==> config.mk <==
export PLATFORM = sky130hd
export DESIGN_NAME = clock_div_ctrl
export DESIGN_NICKNAME = d
export VERILOG_FILES = /design/src/rtl/clock_div_ctrl.sv
export SDC_FILE = /design/constraint.sdc
export NUM_CORES = 1
export LEC_CHECK = 0
export CAP_MARGIN = 20
export CORE_ASPECT_RATIO = 1.75
export CORE_MARGIN = 8
export CORE_UTILIZATION = 65
export DETAILED_ROUTE_END_ITERATION = 8
export HOLD_SLACK_MARGIN = 0.03
export PLACE_DENSITY_LB_ADDON = 0.1
export SYNTH_ARGS = -nofsm -noshare
export SYNTH_HDL_FRONTEND = slang
export SYNTH_SLANG_ARGS = --single-unit
==> constraint.sdc <==
create_clock -name clk_in -period 15.5 [get_ports clk_in]
set_input_delay 2.325 -clock clk_in [delete_from_list [all_inputs] [get_ports clk_in]]
set_output_delay 2.325 -clock clk_in [all_outputs]
set_load 0.03 [all_outputs]
==> src/rtl/clock_div_ctrl.sv <==
// clock_div_ctrl: programmable clock divider with a ready/valid ratio interface.
//
// Ports
//   clk_in     : the only clock; all state changes on its rising edge
//   reset      : asynchronous, active-high reset
//   run        : level request to generate clk_out
//   cfg_valid  : a new divide ratio is offered on cfg_limit
//   cfg_limit  : offered ratio, in clk_in cycles per clk_out period
//   cfg_ready  : a configuration can be accepted this cycle (low while a change is pending)
//   cfg_err    : one-cycle pulse after an accepted ratio below MIN_LIMIT is rejected
//   clk_out    : divided clock, registered; low for floor(limit/2) cycles, then high
//   tick       : one-cycle pulse on the last cycle of each clk_out period
//   busy       : high whenever the divider is not idle
//
// A ratio offered while running is held in a shadow register and applied at
// the end of the current period, so clk_out never shows a truncated phase.
module clock_div_ctrl #(
  parameter int unsigned       WIDTH     = 25,
  parameter logic [WIDTH-1:0]  DEF_LIMIT = 25'd32000000,
  parameter int unsigned       MIN_LIMIT = 2
) (
  input  logic             clk_in,
  input  logic             reset,
  input  logic             run,
  input  logic             cfg_valid,
  input  logic [WIDTH-1:0] cfg_limit,
  output logic             cfg_ready,
  output logic             cfg_err,
  output logic             clk_out,
  output logic             tick,
  output logic             busy
);

  localparam logic [WIDTH-1:0] ONE   = WIDTH'(1);
  localparam logic [WIDTH-1:0] MIN_W = WIDTH'(MIN_LIMIT);

  typedef enum logic [1:0] {
    IDLE = 2'd0,
    RUN  = 2'd1,
    PEND = 2'd2
  } state_t;

  state_t           state_q, state_d;
  logic [WIDTH-1:0] counter_q, counter_d;
  logic [WIDTH-1:0] active_limit_q, active_limit_d;
  logic [WIDTH-1:0] shadow_limit_q, shadow_limit_d;
  logic             clk_out_q, clk_out_d;
  logic             tick_q, tick_d;
  logic             cfg_err_q, cfg_err_d;

  logic             cfg_fire;
  logic             cfg_ok;
  logic             wrap;

  assign cfg_ready = (state_q != PEND);
  assign busy      = (state_q != IDLE);
  assign clk_out   = clk_out_q;
  assign tick      = tick_q;
  assign cfg_err   = cfg_err_q;

  always_comb begin
    state_d        = state_q;
    counter_d      = counter_q;
    active_limit_d = active_limit_q;
    shadow_limit_d = shadow_limit_q;
    cfg_err_d      = 1'b0;

    cfg_fire = cfg_valid && cfg_ready;
    cfg_ok   = (cfg_limit >= MIN_W);
    wrap     = (counter_q == active_limit_q - ONE);

    if (cfg_fire && !cfg_ok) begin
      cfg_err_d = 1'b1;
    end

    case (state_q)
      IDLE: begin
        counter_d = '0;
        if (cfg_fire && cfg_ok) begin
          active_limit_d = cfg_limit;
        end
        if (run) begin
          state_d = RUN;
        end
      end
      RUN: begin
        counter_d = wrap ? '0 : counter_q + ONE;
        // A good transfer always parks in PEND, even on the wrap cycle; the
        // run-drop check is then made at the end of the PEND period instead.
        if (cfg_fire && cfg_ok) begin
          shadow_limit_d = cfg_limit;
          state_d        = PEND;
        end else if (wrap && !run) begin
          state_d = IDLE;
        end
      end
      PEND: begin
        counter_d = counter_q + ONE;
        if (wrap) begin
          active_limit_d = shadow_limit_q;
          counter_d      = '0;
          state_d        = run ? RUN : IDLE;
        end
      end
      default: begin
        state_d   = IDLE;
        counter_d = '0;
      end
    endcase

    // Outputs are registered from next-state values so that clk_out/tick
    // line up with the counter value held during the same cycle.
    clk_out_d = (state_d != IDLE) && (counter_d >= (active_limit_d >> 1));
    tick_d    = (state_d != IDLE) && (counter_d == active_limit_d - ONE);
  end

  always_ff @(posedge clk_in or posedge reset) begin
    if (reset) begin
      state_q        <= IDLE;
      counter_q      <= '0;
      active_limit_q <= DEF_LIMIT;
      shadow_limit_q <= DEF_LIMIT;
      clk_out_q      <= 1'b0;
      tick_q         <= 1'b0;
      cfg_err_q      <= 1'b0;
    end else begin
      state_q        <= state_d;
      counter_q      <= counter_d;
      active_limit_q <= active_limit_d;
      shadow_limit_q <= shadow_limit_d;
      clk_out_q      <= clk_out_d;
      tick_q         <= tick_d;
      cfg_err_q      <= cfg_err_d;
    end
  end

endmodule

# ---- Word level (Yosys, flattened, before mapping)
# Index checks and enable logic that the tools add are counted.
# Widths: inputs -> output; s select.
dict set report op_classes {
  eq_ne 5
  reduce_logical 13
  n_lt_le_gt_ge 2
  n_addsub 3
  muxes 12
}
# cell count
set op_table {}
lappend op_table {{$mux 25} 4}
lappend op_table {{$eq 25x25->1} 2}
lappend op_table {{$pmux 25 s2} 1}
lappend op_table {{$sub 25x1->25 const B} 2}
lappend op_table {{$add 25x1->25 const B} 1}
lappend op_table {{$ge 25x2->1 const B} 1}
lappend op_table {{$ge 25x24->1} 1}
lappend op_table {{$mux 2} 4}
lappend op_table {{$logic_and 1x1->1} 6}
lappend op_table {{$pmux 2 s3} 1}
lappend op_table {{$reduce_bool 2->1} 2}
lappend op_table {{$eq 2x1->1 const B} 1}
lappend op_table {{$eq 2x2->1 const B} 1}
lappend op_table {{$logic_not 1->1} 2}
lappend op_table {{$logic_not 2->1} 1}
lappend op_table {{$mux 1} 2}
lappend op_table {{$ne 2x2->1 const B} 1}
lappend op_table {{$reduce_and 2->1} 1}
lappend op_table {{$reduce_or 2->1} 1}
dict set report totals {
  register_bits 80
  input_bits 29
  elab_cells 42
  output_inout_bits 5
}

# ---- Depth between registers and ports, before layout
# Gate-level depths: netlist (run 1).
dict set report depth {
  depth_word 8
  depth_mapped 30
  ltp_nobuf 26
}

# ---- Worst setup path before layout (run 1)
# No wires, ideal clock.
dict set report synth_path {
  kind {input port to flip-flop}
  start {input port cfg_limit[16]}
  end {register tick_q, in the netlist tick}
  path_stages 17
  path_slack_ns 9.751
  setup_time_ns 0.096
  t_required_ns 15.404
  arrival_ns 5.653
  path_buffers 2
  cell_sequence {nor4_1 nand4_1 o211a_1 clkbuf_1 clkbuf_1 and2_1 a221oi_1 ha_1 o21ai_0 a41oi_1 o21ai_0 nor4_2 nand2_1 and4b_1 a31o_2 nand3_1 nor4_2}
}
dict set report synth_between {
  elab_chain_len 7
  elab_cells_between_ends 10
  cone_classes {add/sub: 1; order compare: 1; eq/ne: 1; mux: 4; reduce/logical: 3}
}
# element line_no
set synth_lines {}
lappend synth_lines {{start, declared} 26} ;# input logic [WIDTH-1:0] cfg_limit,
lappend synth_lines {{$ge 25x2->1} 69} ;# cfg_ok = (cfg_limit >= MIN_W);
lappend synth_lines {{$logic_and 1x1->1} {79, 90}}
lappend synth_lines {{$mux 25} 79} ;# if (cfg_fire && cfg_ok) begin
lappend synth_lines {{$pmux 25 s2} 76} ;# case (state_q)
lappend synth_lines {{$sub 25x1->25} 114} ;# tick_d = (state_d != IDLE) && (counter_d == active_limit_d - ONE);
lappend synth_lines {{$eq 25x25->1} 114}
lappend synth_lines {{$logic_and 1x1->1 (*)} 114}
lappend synth_lines {{net tick_d} 48} ;# logic tick_q, tick_d;
lappend synth_lines {{end signal, assigned} 132} ;# tick_q <= tick_d;
lappend synth_lines {{end, declared} 48}
# The timed path passes the listed nets; every way through them passes the cells marked *.
# A chain may end at the register's enable or synchronous reset.

# ---- Worst setup path after layout (run 1)
dict set report layout_path {
  start {input port cfg_limit[23]}
  end {register tick_q, in the netlist tick}
}
# Same word-level chain as after synthesis.

==> qor.yml, run 1 <==
power.density_nw_per_um2: 195
setup_slack_ns: 8.68
drc: 0
design.portCount: 34
postCtsSetupBuffers: 0
cp-end-kind: "register"
ys_top_cells_by_count: "dfrtp_1 (66), nor2_1 (61), xnor2_1 (54), xor2_1 (36)"
cp-start-kind: "primary input"
min_from: "shadow_limit_q[3]"
clock_sinks: 80
synthTopCellsByArea: "dfrtp_1 (26%), xnor2_1 (7.4%), ha_1 (6.1%)"
p_clk_share_pct: 18.0
cts-resized-gates: 0
grt_pass1_wl_um: 30700
n_antenna_cell: 0
finalCriticalPeriod_ns: 6.82
combPwrFrac_pct: 53.1
synth_ff_type: "dfrtp_1"
ctsHoldBuffers: 0
r2r_slack_ns: 8.82
clock_path_buffers: 2
grt_pass1_vias: 5803
drtPass1Iterations: 5
synth_area_sq_um: 6380
worstMarginPinSlew_ns: 1.10
wl_um: 19800
crit_chain: "clkdlybuf4s50_1, nor4_1, nand4_1, o211a_1, and2_1, a221oi_1, ha_1, o21ai_0, a41oi_1, o21ai_0, nor4_2, nand2_1, and4b_1, a31o_2, nand3_1, nor4_2"
cp.required_ns: 15.75
rr_startpoint: "active_limit_q[0]"
die_x_um: 90.9
worstPathArrival_ns: 7.07
synth_xor_xnor_area_share_pct: 12.7
synth_most_common_cell: "dfrtp_1"
dieArea_sq_um: 13400
clk_latency_ns: 0.35
synth_top_family_by_area: "simple AND/OR/NAND/NOR gates"
path_class: "in -> reg"
fmaxAchievable_ghz: 0.147
grt_usage_pct: 29.2
p_leak_nw: 2.99
multiInputGateArea_sq_um: 4070
async_reset_ff_share_pct: 100
setup_viol: 0
via_per_inst: 6.82
grt.overflow.total: 0
num_vias: 5793
initialDrtViolationCount: 497
n_fill_cell: 740
nets: 779
min_period_over_period_pct: 44.0
ys_warn_count: 0
drive_gt1_share_pct: 12.8
intPower_mw: 0.744
hold_path_class: "reg -> reg"
yosysTopAreaCell: "dfrtp_1"
synth_top_area_share_pct: 25.9
hold_violations: 0
critPathLaunch: "cfg_limit[23]"
ys_types: 77
ir_worst_vdd_uv: 146
wire_per_inst_um: 23.3
grt_setup_unrepaired: "no"
place_ws_ns: 8.19
ys_seq_area_share_pct: 31.6
switchingPower_mw: 0.640
swShare_pct: 46.2
area_growth_pct: 11.4
fin_area_sq_um: 7110
synth_edf_count: 0
place.port_buffers: 33
seqCellArea_sq_um: 2020
fin_util_pct: 73.1
cpMaxStageDelayCell: "o211a_1"
tns_ns: 0
routabilityCongestion: 0.968
syn_avg_cell_area_sq_um: 9.13
core_area_sq_um: 9730
maxCapViolations: 0
synthMuxAreaShare_pct: 5.06
cts-root-buf: "clkbuf_16"
critical_path_peak_fanout: 25
maxSlewHeadroom_pct: 26.7
placed_area_sq_um: 6730
antenna_found_initial: 0
critical_path.max_stage_delay_ns: 0.57
power_frac_seq_pct: 28.9
std_cell_rows: 48
status: "finished, final reports clean"
synth-adder-area-share_pct: 6.07
syn_nets: 759
ys_ff_latch: 80
grt_max_degree: 81
htree_levels: 3
slew_violations: 0
cts_made_buffers: 9
fin_worst_skew_ns: 0.0134
cts_tree: "yes"
synth_compound_area_share_pct: 14.0
die_h_um: 147
yosys.area_share.simple_pct: 25.7
clk_pin_slew_ns: 0.07
syn_inst: 699
hpwl_um: 15300
start_util_pct: 65.6
ant_nets: 0
p_total_mw: 1.38
## registers in the layout, indices dropped and copies added (netlist names)
name / count
shadow_limit_q: 25
state_q: 2
active_limit_q: 25
counter_q: 25
cfg_err: 1
clk_out: 1
tick: 1
## metal layers
layer,vias to the layer above,routed length [um],global-route usage (%)
met3,93,1140,4.75
met5,-,0,0
li1,2603,-,-
met4,0,1450,21.6
met2,315,10200,52.2
met1,2782,6990,29.7
## worst max-delay path, delay by kind of cell
kind / cells / cell delay, ns
and+or+nand+nor: 8 / 2.50
AOI/OAI and AO/OA: 6 / 1.47
buffers and inverters: 1 / 0.44
adders and majority gates: 1 / 0.34
## power groups by stage
| stage | clock, mW | combinational, mW | sequential, mW |
|---|---|---|---|
| after CTS | 0.248 | 0.718 | 0.395 |
| after detailed placement | 0 | 0.709 | 0.399 |
| after global routing | 0.256 | 0.792 | 0.404 |
| after global placement | 0 | 0.693 | 0.396 |
| after floorplan | 0 | 0.564 | 0.339 |
| final | 0.249 | 0.735 | 0.400 |
## cells by family (layout without fill, tap and decap cells)
kind of cell,after synthesis,count (layout)
buffers and inverters,65,90
adders and majority gates,31,31
xor gates and xnor gates,91,91
DFF,80,80
muxes,29,29
and+or+nand+nor,285,285
AOI/OAI and AO/OA,118,118
## stage by stage
| step | hold WS [ns] | instances |
|---|---|---|
| finish | 0.514 | 849 |
| global route | 0.536 | 849 |
| CTS | 0.518 | 847 |
| detailed placement | 0.503 | 831 |
| global placement | 0.491 | 831 |
| floorplan | 0.479 | 699 |
## worst paths after layout
kind,end,cells after the start
min reg2reg,shadow_limit_q[3],1
max,tick,16
min in group asynchronous,shadow_limit_q[17],3
max in group asynchronous,active_limit_q[11],4
min,shadow_limit_q[3],1
max reg2reg,clk_out,24
## cell usage in the layout, fill, tap and decap left out, drive strengths merged, types with 19 or more instances in the layout
cell type,Yosys,routed
and2,23,23
ha,31,31
nor2,61,61
xnor2,54,54
nand2,36,36
xor2,36,36
inv,35,35
nand4,25,25
mux2,26,26
nand3,30,30
nor4,20,20
dfrtp,66,66
a21oi,19,19
clkdlybuf4s50,0,33
## cell type report
class	count	area share [%]
clock inverters	6	1.64
clock buffers	10	3.22
flip-flops and latches	80	28.4
repair buffers	38	5.50
well taps	125	2.20
inverters	36	1.92
multi-input cells	554	57.1
(Power assumes the default switching activity.)
==> inputs of run 2 (changes only) <==
Settings changed: CORE_UTILIZATION 65 to 56.
Clock period 15.5 ns to 5.66 ns, I/O delays scaled along.
==> qor.yml, run 2 (synthesized netlist as in run 1, its figures left out) <==
antenna_found_initial: 0
drtPass1Iterations: 4
intPower_mw: 2.08
placed_area_sq_um: 7020
switchingPower_mw: 1.88
core_area_sq_um: 11100
hold_violations: 0
cp-start-kind: "register"
cts_made_buffers: 9
clk_latency_ns: 0.35
via_per_inst: 6.44
cts_tree: "yes"
place_ws_ns: 0.215
fmaxAchievable_ghz: 0.187
clock_sinks: 80
final_cell_mix: "dfrtp_1 (66), nor2_1 (61), xnor2_1 (54), buf_4 (40), xor2_1 (36)"
power.density_nw_per_um2: 539
routabilityCongestion: 1.00
worstMarginPinSlew_ns: 0.822
grt_pass1_wl_um: 32100
slew_violations: 0
ant_nets: 0
place.port_buffers: 33
clk_pin_slew_ns: 0.07
std_cell_rows: 51
n_antenna_cell: 0
p_clk_share_pct: 14.5
ctsHoldBuffers: 0
die_h_um: 157
critical_path_peak_fanout: 5
status: "finished, final reports clean"
htree_levels: 3
fin_area_sq_um: 7360
area_growth_pct: 15.2
hpwl_um: 16900
maxCapViolations: 0
combPwrFrac_pct: 59.1
grt_pass1_vias: 5919
cp.required_ns: 5.91
reg_top3: "active_limit_q (25), counter_q (25), shadow_limit_q (25)"
die_x_um: 96.7
grt_max_degree: 44
postCtsSetupBuffers: 0
start_util_pct: 57.5
ir_worst_vdd_uv: 344
clock_path_buffers: 2
cp-end-kind: "register"
drive_gt1_share_pct: 17.8
cts-root-buf: "clkbuf_16"
final_common_cell: "dfrtp_1"
grt_usage_pct: 27.3
drc: 0
dieArea_sq_um: 15200
min_period_over_period_pct: 94.2
hold_path_class: "reg -> reg"
swShare_pct: 47.5
p_leak_nw: 3.13
design.portCount: 34
grt.overflow.total: 0
setup_viol: 0
nets: 814
num_vias: 5741
maxSlewHeadroom_pct: 45.2
setup_slack_ns: 0.326
fin_util_pct: 66.3
finalCriticalPeriod_ns: 5.33
power_frac_seq_pct: 26.3
wire_per_inst_um: 23.5
initialDrtViolationCount: 248
rr_worst_depth: 18
worstPathArrival_ns: 5.59
fin_worst_skew_ns: 0.0105
wl_um: 21000
path_class: "reg -> reg"
holdPathStages: 1
run 2: final timing paths:
check	from	slack, ns	end
setup / recovery	active_limit_q[5]	0.33	tick
hold / removal	shadow_limit_q[4]	0.51	shadow_limit_q[4]
setup reg to reg	active_limit_q[5]	0.33	tick
hold reg to reg	shadow_limit_q[4]	0.51	shadow_limit_q[4]
max in group asynchronous	reset	3.66	active_limit_q[11]
min in group asynchronous	reset	0.98	active_limit_q[18]
run 2: cell type report:
class	instances	area, sq um
repair buffers	73	631
fillers	972	3750
flip-flops and latches	80	2020
inverters	36	136
clock buffers	9	225
clock inverters	7	60.1
well taps	132	165
multi-input cells	554	4120
run 2: stage by stage:
step	TNS, ns	total power, mW	hold slack, ns	std cells
6_report	0	3.96	0.511	891
5_1_grt	-0.0353	4.17	0.529	891
4_1_cts	0	3.90	0.513	891
3_5_place_dp	0	3.31	0.498	875
3_3_place_gp	0	3.25	0.493	875
2_1_floorplan	0	2.47	0.479	699
run 2: layer usage:
layer,routed length (um),vias up,GRT usage [%]
met5,0,-,0
met4,1870,0,24.3
met3,586,86,3.38
met2,11200,163,50.2
met1,7330,2826,26.2
li1,-,2666,-
run 2: what timing repair did:
| item | in CTS | in global routing |
|---|---|---|
| resized for setup | 0 | 11 |
| setup endpoints to repair | 0 | 2 |
| hold endpoints to repair | 0 | 0 |
run 2: power by group through the flow:
stage	logic, mW	clock network, mW	registers [mW]
2_1_floorplan	1.54	0	0.929
3_3_place_gp	2.22	0	1.03
3_5_place_dp	2.27	0	1.05
4_1_cts	2.28	0.586	1.03
5_1_grt	2.50	0.606	1.07
6_report	2.34	0.576	1.04
run 2: critical path: stages (launching register included):
cell and delay [ns]:
dfrtp_1 0.51, or4_4 0.64, nor4_4 0.42, a31oi_1 0.18, nor4_1 0.24, nand4_1 0.19
nor4_4 0.36, a31oi_2 0.19, a221oi_2 0.33, ha_2 0.29, o21ai_0 0.11, a41oi_1 0.21
o21ai_1 0.16, nor4_2 0.35, nand2_1 0.18, and4b_2 0.35, a31o_2 0.17, nand3_1 0.08
nor4_2 0.27
